## src/rtl/adder_pkg.sv

```systemverilog
// Shared types and defaults for the pipelined add/subtract unit.
//   op_e         : operation select carried with each operand beat
//   slice_count  : number of pipeline stages for a given width/slice
//   ADDER_W/ADDER_SLICE : default operand width and bits per stage
package adder_pkg;

  typedef enum logic {
    OP_ADD = 1'b0,
    OP_SUB = 1'b1
  } op_e;

  localparam int unsigned ADDER_W     = 32;
  localparam int unsigned ADDER_SLICE = 8;

  // Guarded so that a zero slice reaches the elaboration check instead of dividing by zero.
  function automatic int unsigned slice_count(int unsigned w, int unsigned slice);
    return (slice == 0) ? 1 : w / slice;
  endfunction

endpackage

```

## src/rtl/pipelined_addsub_if.sv

```systemverilog
// Operand/result stream bundle for pipelined_addsub.
//   in_*  : operand beat (valid/ready), operands A/B, carry-in, op
//   out_* : result beat (valid/ready), sum, carry-out, signed overflow
// Modports: master = upstream source + downstream sink, slave = the adder.
interface pipelined_addsub_if
  import adder_pkg::*;
#(
  parameter int unsigned W = ADDER_W
);

  logic         in_valid;
  logic         in_ready;
  logic [W-1:0] in_a;
  logic [W-1:0] in_b;
  logic         in_cin;
  op_e          in_op;
  logic         out_valid;
  logic         out_ready;
  logic [W-1:0] out_sum;
  logic         out_cout;
  logic         out_ovf;

  modport master (
    output in_valid, in_a, in_b, in_cin, in_op, out_ready,
    input  in_ready, out_valid, out_sum, out_cout, out_ovf
  );

  modport slave (
    input  in_valid, in_a, in_b, in_cin, in_op, out_ready,
    output in_ready, out_valid, out_sum, out_cout, out_ovf
  );

endinterface

```

## src/rtl/carry_slice.sv

```systemverilog
// Combinational SLICE-bit adder used once per pipeline stage.
//   a, b, cin : slice operands and incoming carry
//   sum       : slice sum
//   cout      : carry out of the slice MSB
//   c_msb     : carry into the slice MSB (for signed overflow)
module carry_slice #(
  parameter int unsigned SLICE = 8
) (
  input  logic [SLICE-1:0] a,
  input  logic [SLICE-1:0] b,
  input  logic             cin,
  output logic [SLICE-1:0] sum,
  output logic             cout,
  output logic             c_msb
);

  logic [SLICE:0] full;

  always_comb begin
    full  = {1'b0, a} + {1'b0, b} + {{SLICE{1'b0}}, cin};
    sum   = full[SLICE-1:0];
    cout  = full[SLICE];
    // Carry into the MSB recovered from the MSB's own sum bit.
    c_msb = a[SLICE-1] ^ b[SLICE-1] ^ sum[SLICE-1];
  end

endmodule

```

## src/rtl/pipelined_addsub.sv

```systemverilog
// Pipelined W-bit adder/subtractor: one SLICE-bit chunk per stage, carry
// registered between stages, latency W/SLICE, one beat per cycle.
//   clk, rst_n : clock, asynchronous active-low reset
//   io (slave) : in_valid/in_ready/in_a/in_b/in_cin/in_op operand stream,
//                out_valid/out_ready/out_sum/out_cout/out_ovf result stream
module pipelined_addsub
  import adder_pkg::*;
#(
  parameter int unsigned W     = ADDER_W,
  parameter int unsigned SLICE = ADDER_SLICE
) (
  input  logic              clk,
  input  logic              rst_n,
  pipelined_addsub_if.slave io
);

  localparam int unsigned STAGES = slice_count(W, SLICE);

  if (SLICE < 1) begin : g_bad_slice
    $error("pipelined_addsub: SLICE must be at least 1");
  end else if (W % SLICE != 0) begin : g_bad_width
    $error("pipelined_addsub: W must be a multiple of SLICE");
  end

  // Pipeline taps: index 0 is the accepted input, index k+1 is stage k's registers.
  logic         v_tap [STAGES+1];
  logic         c_tap [STAGES+1];
  logic [W-1:0] a_tap [STAGES+1];
  logic [W-1:0] b_tap [STAGES+1];
  logic [W-1:0] s_tap [STAGES+1];
  logic         msb_tap [STAGES];

  logic         adv;
  logic [W-1:0] b_in;
  logic         msb_q, msb_d;

  always_comb begin
    b_in = (io.in_op == OP_SUB) ? ~io.in_b : io.in_b;
  end

  assign v_tap[0] = io.in_valid;
  assign a_tap[0] = io.in_a;
  assign b_tap[0] = b_in;
  assign s_tap[0] = '0;
  assign c_tap[0] = io.in_cin;

  for (genvar k = 0; k < STAGES; k++) begin : g_stage
    logic             valid_q, valid_d;
    logic             c_q, c_d;
    logic [W-1:0]     a_q, a_d;
    logic [W-1:0]     b_q, b_d;
    logic [W-1:0]     sum_q, sum_d;
    logic [SLICE-1:0] slice_sum;
    logic             slice_cout;
    logic             slice_msb;

    carry_slice #(.SLICE(SLICE)) u_slice (
      .a     (a_tap[k][k*SLICE +: SLICE]),
      .b     (b_tap[k][k*SLICE +: SLICE]),
      .cin   (c_tap[k]),
      .sum   (slice_sum),
      .cout  (slice_cout),
      .c_msb (slice_msb)
    );

    // A and B' travel whole so later slices stay aligned with their beat;
    // finished lower sum slices are carried along in sum_q.
    always_comb begin
      valid_d = valid_q;
      c_d     = c_q;
      a_d     = a_q;
      b_d     = b_q;
      sum_d   = sum_q;
      if (adv) begin
        valid_d                    = v_tap[k];
        c_d                        = slice_cout;
        a_d                        = a_tap[k];
        b_d                        = b_tap[k];
        sum_d                      = s_tap[k];
        sum_d[k*SLICE +: SLICE]    = slice_sum;
      end
    end

    always_ff @(posedge clk or negedge rst_n) begin
      if (!rst_n) begin
        valid_q <= 1'b0;
        c_q     <= 1'b0;
        a_q     <= '0;
        b_q     <= '0;
        sum_q   <= '0;
      end else begin
        valid_q <= valid_d;
        c_q     <= c_d;
        a_q     <= a_d;
        b_q     <= b_d;
        sum_q   <= sum_d;
      end
    end

    assign v_tap[k+1]  = valid_q;
    assign c_tap[k+1]  = c_q;
    assign a_tap[k+1]  = a_q;
    assign b_tap[k+1]  = b_q;
    assign s_tap[k+1]  = sum_q;
    assign msb_tap[k]  = slice_msb;
  end

  // Whole pipeline advances together; a stalled output freezes every stage.
  always_comb begin
    adv   = !v_tap[STAGES] | io.out_ready;
    msb_d = adv ? msb_tap[STAGES-1] : msb_q;
  end

  always_ff @(posedge clk or negedge rst_n) begin
    if (!rst_n) begin
      msb_q <= 1'b0;
    end else begin
      msb_q <= msb_d;
    end
  end

  always_comb begin
    io.in_ready  = adv;
    io.out_valid = v_tap[STAGES];
    io.out_sum   = s_tap[STAGES];
    io.out_cout  = c_tap[STAGES];
    io.out_ovf   = c_tap[STAGES] ^ msb_q;
  end

endmodule

```

## src/flat_wrapper.sv

```systemverilog
// flat-port wrapper written by rule: the top's interface ports become plain ports
module pipelined_addsub_flat import adder_pkg::*;
#(
  parameter int unsigned W     = ADDER_W,
  parameter int unsigned SLICE = ADDER_SLICE
)
  (clk, rst_n, io_in_valid, io_in_a, io_in_b, io_in_cin, io_in_op, io_out_ready, io_in_ready, io_out_valid, io_out_sum, io_out_cout, io_out_ovf);
  pipelined_addsub_if #(.W(W)) io_i ();
  input  logic clk;
  input  logic rst_n;
  input wire logic [$bits(io_i.in_valid)-1:0] io_in_valid;
  input wire logic [$bits(io_i.in_a)-1:0] io_in_a;
  input wire logic [$bits(io_i.in_b)-1:0] io_in_b;
  input wire logic [$bits(io_i.in_cin)-1:0] io_in_cin;
  input wire logic [$bits(io_i.in_op)-1:0] io_in_op;
  input wire logic [$bits(io_i.out_ready)-1:0] io_out_ready;
  output wire logic [$bits(io_i.in_ready)-1:0] io_in_ready;
  output wire logic [$bits(io_i.out_valid)-1:0] io_out_valid;
  output wire logic [$bits(io_i.out_sum)-1:0] io_out_sum;
  output wire logic [$bits(io_i.out_cout)-1:0] io_out_cout;
  output wire logic [$bits(io_i.out_ovf)-1:0] io_out_ovf;
  assign io_i.in_valid = io_in_valid;
  assign io_i.in_a = io_in_a;
  assign io_i.in_b = io_in_b;
  assign io_i.in_cin = io_in_cin;
  assign io_i.in_op = io_in_op;
  assign io_i.out_ready = io_out_ready;
  assign io_in_ready = io_i.in_ready;
  assign io_out_valid = io_i.out_valid;
  assign io_out_sum = io_i.out_sum;
  assign io_out_cout = io_i.out_cout;
  assign io_out_ovf = io_i.out_ovf;
  pipelined_addsub #(.W(W), .SLICE(SLICE)) u_core (.clk(clk), .rst_n(rst_n), .io(io_i));
endmodule
```

## config.mk

```make
export PLATFORM = sky130hd
export DESIGN_NAME = pipelined_addsub_flat
export DESIGN_NICKNAME = d
export VERILOG_FILES = /design/src/rtl/adder_pkg.sv /design/src/rtl/pipelined_addsub_if.sv /design/src/rtl/carry_slice.sv /design/src/rtl/pipelined_addsub.sv /design/src/flat_wrapper.sv
export SDC_FILE = /design/constraint.sdc
export NUM_CORES = 1
export LEC_CHECK = 0
export CAP_MARGIN = 20
export CORE_MARGIN = 1
export CORE_UTILIZATION = 40
export CTS_CLUSTER_DIAMETER = 60
export DETAILED_ROUTE_END_ITERATION = 7
export GPL_ROUTABILITY_DRIVEN = 0
export GPL_TIMING_DRIVEN = 0
export SLEW_MARGIN = 20
export SYNTH_ARGS = -nofsm -noshare
export SYNTH_HDL_FRONTEND = slang
export SYNTH_HIERARCHICAL = 1
export SYNTH_SLANG_ARGS = --single-unit
```

## constraint.sdc

```tcl
create_clock -name clk -period 2.14 [get_ports clk]
set_input_delay 0.642 -clock clk [delete_from_list [all_inputs] [get_ports clk]]
set_output_delay 0.642 -clock clk [all_outputs]
set_load 0.005 [all_outputs]
```

==> metrics.md <==
| Metric | Value |
|---|---|
| Status | `complete, no violations` |
| TritonCTS clock tree | `built` |
| LEAKAGE | `between 5 and 6 nW` |
| Final Util | `51.6%` |
| Clock power frac | `roughly a fifth` |
| Pins over their slew limit | `0` |
| Clock root buffer | `clkbuf_16` |
| Height of the die | `153 microns` |
| Number of placement rows | `54` |
| Share of post-route cells with drive strength above 1 | `39.2%` |
| CP Launch Type | `primary input` |
| Switch Pwr | `0.00546 W` |
| Largest net degree at the start of global routing | `100` |
| Crit path largest cell delay | `~0.33 ns` |
| Number of I/O pins | `about 110` |
| Post-Synthesis Cell Area | `about 9100 sq um` |
| Clock transition at path regs | `0.07 ns` |
| Tmin final | `roughly 2.1 ns` |
| Critical path origin | `io_in_b[4]` |
| Sink Count | `around 190` |
| Final Skew | `between 0.009 and 0.01 ns` |
| Reg2reg start | `u_core/g_stage[0].c_q` |
| Die Span X | `~150 microns` |
| Area growth syn-to-layout | `25.0%` |
| Hold Crit Class | `primary input to asynchronous set/reset pin` |
| All-Layer GR Usage | `16.9%` |
| Clk buf depth | `2` |
| Worst IR Drop VDD | `roughly 0.55 mV` |
| Power Density | `between 1500 and 2000 nW/um^2` |
| Buf/Inv on CP | `2` |
| Post-Route WL | `about 18 mm` |
| Sequential power share | `between 30% and 40%` |
| Mean post-synth cell area | `15.3 sq um` |
| H-Tree Depth | `4` |
| Core area | `22100 sq um` |
| Sw frac | `between 30% and 40%` |
| Largest delay contributor family on the critical path | `compound AO/OA/AOI/OAI gates` |
| Vias per cell | `between 5 and 6` |
| Port bufs | `104` |
| Slew Limit Headroom | `roughly half` |
| Number of max-cap violations | `0` |
| Number of detailed-route iterations in the first pass | `4` |
| GR Overflow Total | `0` |
| Final setup viols | `0` |
| Comb power frac | `46.1%` |
| Yosys Warn Count | `6` |
| Clk Latency, worst-skew pair | `roughly 0.43 ns` |
| Dpl hpwl | `around 13 mm` |
| Vias in the first global route | `approximately 5700` |
| WP data required | `between 2 and 2.5 ns` |
| Final Hold Viols | `0` |
| CP Cell Sequence | `dlygate4sd2_1, xor2_1, ha_4, a21o_1, a21oi_2, buf_4, nor4b_2, a311o_1, mux2_2` |
| Worst Path Arrival | `roughly 2.4 ns` |
| RSZ-0062 raised after global routing | `yes` |
| DRC viols | `0` |
| Violation count after the first detailed-route iteration | `188` |
| Overall power | `0.0174 W` |
| Synth Instances | `approximately 600` |
| Worst path slowest cell | `a311o_1` |
| Post-place instance area | `approximately 11000 sq um` |
| Antenna violations before repair | `0` |
| Initial Util | `between 40 and 50%` |
| CTS hold repair buffers | `0` |
| Worst slew pin tran | `approximately 0.75 ns` |
| Internal power | `~0.012 W` |
| Crit. End Element | `register` |
| Final Cycle Share | `99.4%` |
| Post-DR wirelength/cell | `18.0 microns` |
| Antenna cells | `0` |
| CTS Buf Count | `17` |
| First-pass GRT wire length | `between 30 and 40 mm` |
| Post-route cell area | `roughly 11000 sq um` |
| Die area | `approximately 23000 sq um` |
| Critical Path Fanout Max | `3` |
| Post-Syn Nets | `701` |
| Post-layout net count | `about 840` |
| Critical setup path kind | `primary input to register` |
| DR vias | `slightly above 5000` |
| Fmax | `470 MHz` |
| Antenna Nets Post-Route | `0` |
==> per-stage QoR <==
step           hold slack, ns  setup WS, ns  cells  TNS [ns]
2_1_floorplan           0.346        -0.383    595     -1.99
3_3_place_gp            0.442         -7.06    979  -1319.78
3_5_place_dp            0.450        -0.780    980    -11.03
4_1_cts                 0.270        0.0176   1019         0
5_1_grt                 0.309       -0.0382   1024   -0.0382
6_report                0.251        0.0138   1024         0
==> worst paths after layout <==
path | endpoint | slack (ns) | cells after the start
max in group asynchronous | u_core/g_stage[1].a_q[30] | 1.01 | 2
min reg2reg | u_core/io.out_valid | 0.46 | 1
max reg2reg | u_core/g_stage[1].c_q | 0.08 | 6
min | u_core/io.out_sum[15] | 0.25 | 1
min in group clk | u_core/io.out_valid | 0.46 | 1
max | u_core/g_stage[0].sum_q[7] | 0.01 | 9
==> registers in the layout, indices dropped and copies added (netlist names) <==
name / flops
u_core/g_stage.c_q: 3
u_core/io.out_cout: 1
u_core/g_stage.a_q: 48
u_core/g_stage.b_q: 48
u_core/io.out_sum: 32
u_core/g_stage.sum_q: 48
u_core/io.out_valid: 1
u_core/msb_q: 1
u_core/g_stage.valid_q: 3
==> per-layer routing <==
| metal | vias up | part of all wire (%) | global-route usage [%] |
|---|---|---|---|
| li1 | 2399 | - | - |
| met1 | 2600 | 48 | 23.0 |
| met2 | 104 | 48 | 27.3 |
| met3 | 19 | 3.3 | 3.46 |
| met4 | 0 | 1.4 | 5.24 |
| met5 | - | 0 | 0 |
==> placed cells by master (no fill, tap or decap), drive strengths merged <==
cell and count:
xnor2 8, clkinvlp 2, a21o 5, buf 39
bufinv 3, clkinv 3, a311o 12, clkdlybuf4s50 91
clkbuf 21, mux2 184, fa 8, clkdlybuf4s15 1
o21bai 4, dlymetal6s2s 1, nor2b 4, dlygate4sd2 9
o21ai 4, dfrtp 185, nand2b 3, nor4b 4
a21oi 24, nand3 8, or3 4, o21a 4
nand2 12, nor4 4, inv 20, ha 28
xor2 41, o221ai 4, nor3 4
==> area by class of cell <==
class / count / area, sq um
inverters: 16 / 60.1
flip-flops and latches: 185 / 4630
fillers: 1836 / 10700
clock inverters: 12 / 163
plain buffers: 23 / 243
clock buffers: 20 / 447
repair buffers: 119 / 1170
multi-input cells: 369 / 4340
well taps: 280 / 350
==> power groups by stage <==
| stage | logic (W) | registers [W] | clock network, W |
|---|---|---|---|
| 2_1_floorplan | 0.00581 | 0.00586 | 0 |
| 3_3_place_gp | 0.00754 | 0.00613 | 0 |
| 3_5_place_dp | 0.00778 | 0.00617 | 0 |
| 4_1_cts | 0.00798 | 0.00613 | 0.00334 |
| 5_1_grt | 0.00873 | 0.00632 | 0.00350 |
| 6_report | 0.00802 | 0.00610 | 0.00326 |
==> repair_timing <==
item,4_1_cts,5_1_grt
endpoints found under the hold margin,0,0
endpoints found under the setup margin,16,11
pin swaps,19,14
gates resized for setup,39,9
setup buffers,9,5
==> worst reg2reg max path: stages (launching register included) <==
cell and delay (ns):
dfrtp_1 0.41, fa_2 0.43, fa_2 0.41, a21oi_4 0.16, o21a_1 0.19, o21ai_1 0.09, mux2_2 0.26
Note: power is estimated with default switching activity, not from simulation.
